`config.mk`:
```
export PLATFORM = sky130hd
export DESIGN_NAME = bus_if_wb
export DESIGN_NICKNAME = d
export VERILOG_FILES = /design/src/rtl/bus_if_wb.sv
export SDC_FILE = /design/constraint.sdc
export NUM_CORES = 1
export LEC_CHECK = 0
export ABC_AREA = 1
export CORE_MARGIN = 5
export CORE_UTILIZATION = 55
export DETAILED_ROUTE_END_ITERATION = 8
export GPL_TIMING_DRIVEN = 0
export PLACE_DENSITY = 0.84
export SYNTH_ARGS = -nofsm -noshare
export SYNTH_HDL_FRONTEND = slang
export SYNTH_SLANG_ARGS = --single-unit
```
`constraint.sdc`:
```
create_clock -name clk_i -period 9.6 [get_ports clk_i]
set_input_delay 1.92 -clock clk_i [delete_from_list [all_inputs] [get_ports clk_i]]
set_output_delay 1.92 -clock clk_i [all_outputs]
set_load 0.02 [all_outputs]
```
`src/rtl/bus_if_wb.sv`:
```
// rtl/bus_if_wb.sv - CPU bus interface: SPM routing, posted-write buffer, bus engine with watchdog
module bus_if_wb #(
    parameter int ADDR_W     = 30,
    parameter int DATA_W     = 32,
    parameter int IDX_W      = 3,
    parameter int LOCAL_IDX  = 1,
    parameter int WBUF_DEPTH = 4,
    parameter int TIMEOUT    = 255
) (
    input  logic              clk_i,
    input  logic              rst_ni,
    input  logic              stall_i,
    input  logic              flush_i,
    output logic              busy_o,
    output logic              bus_err_o,
    input  logic [ADDR_W-1:0] addr_i,
    input  logic              as_n_i,
    input  logic              rw_i,
    input  logic [DATA_W-1:0] wr_data_i,
    output logic [DATA_W-1:0] rd_data_o,
    input  logic [DATA_W-1:0] spm_rd_data_i,
    output logic [ADDR_W-1:0] spm_addr_o,
    output logic              spm_as_n_o,
    output logic              spm_rw_o,
    output logic [DATA_W-1:0] spm_wr_data_o,
    input  logic [DATA_W-1:0] bus_rd_data_i,
    input  logic              bus_rdy_n_i,
    input  logic              bus_grnt_n_i,
    output logic              bus_req_n_o,
    output logic [ADDR_W-1:0] bus_addr_o,
    output logic              bus_as_n_o,
    output logic              bus_rw_o,
    output logic [DATA_W-1:0] bus_wr_data_o
);
    localparam int   PTR_W = $clog2(WBUF_DEPTH);
    localparam int   CNT_W = PTR_W + 1;
    localparam int   WD_W  = (TIMEOUT < 2) ? 1 : $clog2(TIMEOUT + 1);
    localparam logic READ  = 1'b1;
    localparam logic WRITE = 1'b0;

    typedef enum logic [1:0] {E_IDLE, E_REQ, E_ACCESS, E_STALL} e_state_t;

    e_state_t          state_q, state_d;
    logic              bus_req_n_q, bus_req_n_d;
    logic [ADDR_W-1:0] bus_addr_q, bus_addr_d;
    logic              bus_as_n_q, bus_as_n_d;
    logic              bus_rw_q, bus_rw_d;
    logic [DATA_W-1:0] bus_wr_data_q, bus_wr_data_d;
    logic              bus_err_q, bus_err_d;
    logic [DATA_W-1:0] rd_buf_q, rd_buf_d;
    logic [WD_W-1:0]   wd_q, wd_d;

    logic [ADDR_W-1:0] wb_addr_q [WBUF_DEPTH];
    logic [DATA_W-1:0] wb_data_q [WBUF_DEPTH];
    logic [PTR_W-1:0]  head_q, tail_q;
    logic [CNT_W-1:0]  cnt_q;

    logic [IDX_W-1:0]  idx;
    logic              req_valid, is_local, rd_req, wr_req;
    logic              wb_full, wb_empty, serving_read, push, pop;
    logic              acc_timeout, acc_done, rd_done;
    logic [DATA_W-1:0] rd_fresh;

    assign idx       = addr_i[ADDR_W-1 -: IDX_W];
    assign req_valid = !as_n_i && !flush_i;
    assign is_local  = (idx == IDX_W'(LOCAL_IDX));
    assign rd_req    = req_valid && !is_local && rw_i;
    assign wr_req    = req_valid && !is_local && !rw_i;

    assign wb_full      = (cnt_q == CNT_W'(WBUF_DEPTH));
    assign wb_empty     = (cnt_q == '0);
    assign serving_read = (state_q != E_IDLE) && (bus_rw_q == READ);
    // Full uses the registered count, so a pop in this cycle does not admit a push.
    assign push         = wr_req && !stall_i && !wb_full && !serving_read;

    assign acc_timeout = (TIMEOUT != 0) && (state_q == E_ACCESS) && bus_rdy_n_i &&
                         (wd_q == WD_W'(TIMEOUT - 1));
    assign acc_done    = (state_q == E_ACCESS) && (!bus_rdy_n_i || acc_timeout);
    assign rd_done     = acc_done && (bus_rw_q == READ);
    assign rd_fresh    = acc_timeout ? '0 : bus_rd_data_i;

    always_ff @(posedge clk_i) begin
        if (push) begin
            wb_addr_q[tail_q] <= addr_i;
            wb_data_q[tail_q] <= wr_data_i;
        end
    end

    always_ff @(posedge clk_i or negedge rst_ni) begin
        if (!rst_ni) begin
            head_q <= '0;
            tail_q <= '0;
            cnt_q  <= '0;
        end else begin
            if (push) tail_q <= tail_q + 1'b1;
            if (pop)  head_q <= head_q + 1'b1;
            case ({push, pop})
                2'b10:   cnt_q <= cnt_q + 1'b1;
                2'b01:   cnt_q <= cnt_q - 1'b1;
                default: cnt_q <= cnt_q;
            endcase
        end
    end

    always_ff @(posedge clk_i or negedge rst_ni) begin
        if (!rst_ni) begin
            state_q       <= E_IDLE;
            bus_req_n_q   <= 1'b1;
            bus_addr_q    <= '0;
            bus_as_n_q    <= 1'b1;
            bus_rw_q      <= READ;
            bus_wr_data_q <= '0;
            bus_err_q     <= 1'b0;
            rd_buf_q      <= '0;
            wd_q          <= '0;
        end else begin
            state_q       <= state_d;
            bus_req_n_q   <= bus_req_n_d;
            bus_addr_q    <= bus_addr_d;
            bus_as_n_q    <= bus_as_n_d;
            bus_rw_q      <= bus_rw_d;
            bus_wr_data_q <= bus_wr_data_d;
            bus_err_q     <= bus_err_d;
            rd_buf_q      <= rd_buf_d;
            wd_q          <= wd_d;
        end
    end

    always_comb begin
        state_d       = state_q;
        bus_req_n_d   = bus_req_n_q;
        bus_addr_d    = bus_addr_q;
        bus_as_n_d    = 1'b1;
        bus_rw_d      = bus_rw_q;
        bus_wr_data_d = bus_wr_data_q;
        bus_err_d     = 1'b0;
        rd_buf_d      = rd_buf_q;
        wd_d          = wd_q;
        pop           = 1'b0;
        case (state_q)
            E_IDLE: begin
                // Draining writes first keeps a later read ordered behind them.
                if (!wb_empty) begin
                    bus_addr_d    = wb_addr_q[head_q];
                    bus_wr_data_d = wb_data_q[head_q];
                    bus_rw_d      = WRITE;
                    bus_req_n_d   = 1'b0;
                    state_d       = E_REQ;
                end else if (rd_req) begin
                    bus_addr_d    = addr_i;
                    bus_rw_d      = READ;
                    bus_req_n_d   = 1'b0;
                    state_d       = E_REQ;
                end
            end
            E_REQ: begin
                if (!bus_grnt_n_i) begin
                    bus_as_n_d = 1'b0;
                    state_d    = E_ACCESS;
                end
            end
            E_ACCESS: begin
                wd_d = wd_q + 1'b1;
                if (acc_done) begin
                    bus_req_n_d   = 1'b1;
                    bus_addr_d    = '0;
                    bus_rw_d      = READ;
                    bus_wr_data_d = '0;
                    wd_d          = '0;
                    bus_err_d     = acc_timeout;
                    if (bus_rw_q == WRITE) begin
                        pop     = 1'b1;
                        state_d = E_IDLE;
                    end else begin
                        rd_buf_d = rd_fresh;
                        state_d  = stall_i ? E_STALL : E_IDLE;
                    end
                end
            end
            E_STALL: begin
                if (!stall_i) state_d = E_IDLE;
            end
            default: state_d = E_IDLE;
        endcase
    end

    always_comb begin
        rd_data_o  = '0;
        spm_as_n_o = 1'b1;
        busy_o     = 1'b0;
        if (rd_done) begin
            rd_data_o = rd_fresh;
        end else if (state_q == E_STALL) begin
            rd_data_o = rd_buf_q;
        end
        if (req_valid) begin
            if (is_local) begin
                spm_as_n_o = stall_i;
                if (rw_i) rd_data_o = spm_rd_data_i;
            end else if (rw_i) begin
                busy_o = !(rd_done || (state_q == E_STALL));
            end else begin
                busy_o = wb_full || serving_read;
            end
        end
    end

    assign spm_addr_o    = addr_i;
    assign spm_rw_o      = rw_i;
    assign spm_wr_data_o = wr_data_i;
    assign bus_req_n_o   = bus_req_n_q;
    assign bus_addr_o    = bus_addr_q;
    assign bus_as_n_o    = bus_as_n_q;
    assign bus_rw_o      = bus_rw_q;
    assign bus_wr_data_o = bus_wr_data_q;
    assign bus_err_o     = bus_err_q;
endmodule

```
-- After elaboration in Yosys (flattened, before gate mapping)
Memory sizes are Yosys's and may differ from the RTL's.
Cells that the tools add are included.
- bits of input ports: 134
- logic and storage cells: 109
- memories: 2
- bits in writable memories: 248
- flip-flop bits (word level): 115
- muxes and demuxes: 44
- equality and inequality tests: 13
- add/subtract/negate cells: 5
- reduce and logical (&&, ||, !) cells: 33
- memory list (memory ; words ; width ; rd ports ; clocked after memory_dff ; write ports ; line ; RTL):
    wb_data_q ; 4 ; 32 ; 1 ; 0 ; 1 ; 54 ; logic [DATA_W-1:0] wb_data_q [WBUF_DEPTH];
    wb_addr_q ; 4 ; 30 ; 1 ; 0 ; 1 ; 53 ; logic [ADDR_W-1:0] wb_addr_q [WBUF_DEPTH];
- operators by type and width (kind ; number):
    2-to-1 mux 32 bit ; 8
    2-to-1 mux 30 bit ; 3
    one-hot mux 32 bit (2 select lines) ; 1
    one-hot mux 30 bit (2 select lines) ; 1
    2-to-1 mux 1 bit ; 19
    2-to-1 mux 2 bit ; 7
    logical AND 1 bit ; 12
    zero test 1 bit ; 9
    AND reduction 3 bit ; 3
    adder 8 x 1 -> 8 bit, second input constant ; 1
    == test 8 bit, second input constant ; 1
    2-to-1 mux 8 bit ; 1
    != test 2 bit, second input constant ; 4
    one-hot mux 2 bit (4 select lines) ; 1
    == test 2 bit, second input constant ; 3
    one-hot mux 3 bit (2 select lines) ; 1
    nonzero test 2 bit ; 3
    adder 2 x 1 -> 2 bit, second input constant ; 2
    == test 2 x 1 -> 1 bit, second input constant ; 2
    one-hot mux 1 bit (2 select lines) ; 2
    AND reduction 4 bit ; 1
    adder 3 x 1 -> 3 bit, second input constant ; 1
    == test 3 x 1 -> 1 bit, second input constant ; 1
    == test 3 bit, second input constant ; 1
    5 further kinds ; 7

-- Longest topological paths before layout
- word-level depth: 11
- depth in mapped cells: 14
- gate-level depth less buffers: 14

-- Worst setup path after synthesis
No wires, ideal clock.
- kind: input-to-reg
- start point: input as_n_i
- end point: memory wb_addr_q[0][0], enable pin
- setup slack: 4.031 ns
- stages on the path: 3
- arrival time: 5.086 ns
- data required time: 9.118 ns
- library setup time: 0.482 ns
- path through: nor3_1 > nand3_2 > nor2_1
- longest elaborated chain between the ends: 9
- RTL lines (element ; line ; RTL):
    start: declaration ; 17 ; input logic as_n_i,
    zero test 1 bit ; 65 ; assign req_valid = !as_n_i && !flush_i;
    logical AND 1 bit ; 65 ;
    logical AND 1 bit (2 in series) ; 68 ; assign wr_req = req_valid && !is_local && !rw_i;
    logical AND 1 bit (3 in series) ; 74 ; assign push = wr_req && !stall_i && !wb_full && !serving_read;
    2-to-1 mux 1 bit ; 83 ; if (push) begin
    2-to-1 mux 1 bit (implied by the code) ; 84 ; wb_addr_q[tail_q] <= addr_i;
    end: declaration ; 53 ;
No other way between the ends.

-- Final worst setup path
- start point: input addr_i[28]
- end point: output rd_data_o[12]
- longest elaborated chain between the ends: 3
- RTL lines (element ; line ; RTL):
    start: declaration ; 16 ; input logic [ADDR_W-1:0] addr_i,
    == test 3 x 1 -> 1 bit ; 66 ; assign is_local = (idx == IDX_W'(LOCAL_IDX));
    2-to-1 mux 32 bit ; 197 ; if (is_local) begin
    2-to-1 mux 32 bit ; 196 ; if (req_valid) begin
    end: declaration ; 20 ; output logic [DATA_W-1:0] rd_data_o,
No other way between the ends.

==> flow_summary.ini <==
[outcome]
status = complete, no violations

[power_and_ir_drop]
p_comb_frac = 0.399
power_frac_clock = 0.250
swShare = 0.376
cellLeakagePower_nw = 8.63
vdd_drop_max_v = 0.000181
p_seq_frac = 0.351
powerDensity_nw_per_um2 = 286
switchingPower_w = 0.00221
intPower_w = 0.00367
power.total_w = 0.00588

[floorplanning]
die_area_um2 = 31900
initial_core_util = 0.560
die-width_um = 179
core_um2 = 27900
rows = 61
chipHeight_um = 179
io_pins = 297

[critical_path]
crit_start = addr_i[28]
path_cells = clkdlybuf4s50_1 -> inv_1 -> nand3_1 -> inv_1 -> nand3_1 -> buf_2 -> nand3_1 -> o21ai_0 -> inv_1 -> clkdlybuf4s50_1
rr_startpoint = state_q[1]$_DFFE_PN0P_
crit_required_ns = 7.68
reg2reg_to = wb_data_q[3][14]$_DFFE_PP_
worst-path-stages = 10
cp_slowest_cell = clkdlybuf4s50_1
worstSetupEndpointType = output pin
reg2regPathDepth = 8
crit_buf_inv = 6
reg2reg_slack_ns = 6.65
cp_top_family = buffers and inverters
start_kind = input pin
critPathMaxFanout = 10
cp.arrival_ns = 4.67
path_class = input pin to output pin
max_stage_delay_ns = 0.60

[timing]
tightest_slew_ns = 0.797
fmax_ghz = 0.152
setup_tns_ns = 0
maxSlewHeadroom = 0.467
rsz0062_at_grt = false
worst_clock_skew_ns = 0.0210
final.min_clock_period_ns = 6.59
fin_crit_sh = 0.687
finalHoldViolations = 0
drv_slew = 0
finalSetupViolCount = 0

[cts]
clkTransAtPathRegs_ns = 0.06
cts.repair.resized = 0
ctsHoldBuffers = 0
cts_buffers = 37
cts_max_level = 2
clk_path_buf_depth = 3
root_buffer = clkbuf_16
cts_setup_buffers = 0
clock_sinks = 363
cts_tree = built
clock_latency_ns = 0.52

[cells_and_area]
area_growth_pct = 31.6
drive_gt1_frac = 0.104
multi_input_area_um2 = 4230
nFillCells = 1844
stdcell_area_um2 = 20600
final_nets = 1985
diodes = 0
final_core_util = 0.738
regArea_um2 = 10300

[yosys]
synthMuxAreaShare = 0
synth-compound-area-share = 0.0683
ys_seq_area_frac = 0.660
synth_area_um2 = 15700
synth_xor_area_frac = 0.00336
synth.avg_cell_area_um2 = 10.4
synth_fp_nets = 1641
synthCells = 1499
synth_seq_cells = 363
synth_top_family_by_area = simple AND/OR/NAND/NOR gates
yosysUniqueCellTypes = 35
synth-simple-area-share = 0.190
synthAdderAreaFrac = 0.00687
ys_warn_count = 0

[grt]
grt_first_pass_wirelength_mm = 65.5
overflow = 0
antenna_found_initial = 0
grtUsageTotal = 0.261
grt_pass1_vias = 12715
grt_max_degree = 85

[route]
drt_iter0_markers = 1390
vias_per_cell = 5.56
drc = 0
vias = 12508
totalWireLength_mm = 42.3
wl_per_cell_um = 18.8
drtPass1Iterations = 8
final_antenna_net_count = 0

[hold_path]
hold-path-endpoint = bus_req_n_o$_DFFE_PN1P_
hold-path-cell-count = 2
holdCritStartpoint = bus_req_n_o$_DFFE_PN1P_
hp-class = flip-flop to flip-flop

[place]
port_buffers = 296
hpwl_mm = 29.0
postPlaceCellArea_um2 = 19300
gp_congestion = 0.875

[job]
drv_cap = 0
==> metal layers <==
| layer | global-route usage | vias to the layer above | part of all wire |
|---|---|---|---|
| met2 | 0.448 | 711 | 0.49 |
| met3 | 0.0456 | 117 | 0.093 |
| li1 | - | 5731 | - |
| met1 | 0.331 | 5949 | 0.38 |
| met5 | 0 | - | 0 |
| met4 | 0.103 | 0 | 0.035 |
==> through the flow <==
stage / setup WS (ns) / cells / hold slack (ns)
global route: 2.77 / 2250 / 0.490
finish: 3.01 / 2250 / 0.470
detailed placement: 3.08 / 2182 / 0.459
CTS: 3.07 / 2250 / 0.473
floorplan: 4.03 / 1499 / 0.442
global placement: 1.22 / 2173 / 0.453
==> state kept, by name (all words and copies together) (netlist names), 2 cells and up <==
register and count:
head_q 2, wb_addr_q 120, bus_wr_data_o 32, cnt_q 3, bus_addr_o 30, wd_q 8, wb_data_q 128, tail_q 2
rd_buf_q 32, state_q 2
==> cells in the mapped netlist (all sizes together) <==
master	instances	area [um^2]
fa	1	20.0
xnor2	5	43.8
o22ai	32	200
xor2	1	8.76
nor2	89	347
buf	98	701
or2	1	6.26
nand2	468	1770
a31oi	2	12.5
nor3	7	56.3
clkbuf	50	190
a21oi	36	191
nand3	106	551
nand4	36	225
edfxtp	248	7450
ha	7	87.6
dfrtp	112	2800
dfstp	3	78.8
clkinv	1	3.75
o21ai	133	666
nand3b	1	7.51
inv	62	233
==> final cells by class <==
type	count	share of cell area
clock inverter	23	0.0115
sequential	363	0.501
tap	378	0.0230
timing repair buffer	305	0.154
inverter	63	0.0115
multi-input combinational	925	0.205
clock buffer	45	0.0504
buffer	148	0.0432
==> kinds of logic (layout without fill, tap and decap cells) <==
kind of cell,after synthesis,in the layout
AND/OR/NAND/NOR,708,708
flip-flops,363,363
buffers and inverters,211,584
AO/OA/AOI/OAI,203,203
adder cells (fa/ha/maj),8,8
XOR/XNOR,6,6
==> power groups by stage <==
stage               clock network (W)  logic (W)  registers, W
floorplan                           0    0.00123       0.00223
global placement                    0    0.00223       0.00208
detailed placement                  0    0.00232       0.00209
CTS                           0.00148    0.00235       0.00206
global route                  0.00155    0.00257       0.00209
finish                        0.00147    0.00235       0.00206
==> worst max-delay path by stage <==
stage,endpoint,slack [ns]
6_report,rd_data_o[12],3.01
5_1_grt,rd_data_o[12],2.77
4_1_cts,rd_data_o[12],3.07
3_5_place_dp,rd_data_o[12],3.08
3_3_place_gp,wb_data_q[2][19]$_DFFE_PP_,1.22
2_1_floorplan,wb_addr_q[0][0]$_DFFE_PP_,4.03
==> worst reg2reg max path: stages, from the launching register on <==
cell and delay [ns]:
dfrtp_1 0.35, clkbuf_2 0.18, nor2_1 0.21, nor2_1 0.08, nor3_2 0.31, nand3_2 0.33
nor2_4 0.67, buf_12 0.27, buf_12 0.23
==> placed cells by master, fill, tap and decap left out, types with 39 or more instances in the layout <==
cell | Yosys | final
inv_1 | 59 | 59
clkbuf_1 | 48 | 50
clkbuf_16 | 0 | 39
buf_4 | 68 | 68
nand2_1 | 465 | 465
clkdlybuf4s50_1 | 0 | 295
o21ai_0 | 133 | 133
edfxtp_1 | 248 | 248
nand3_1 | 102 | 102
dfrtp_1 | 112 | 112
nor2_1 | 86 | 82
(Power assumes the default switching activity.)
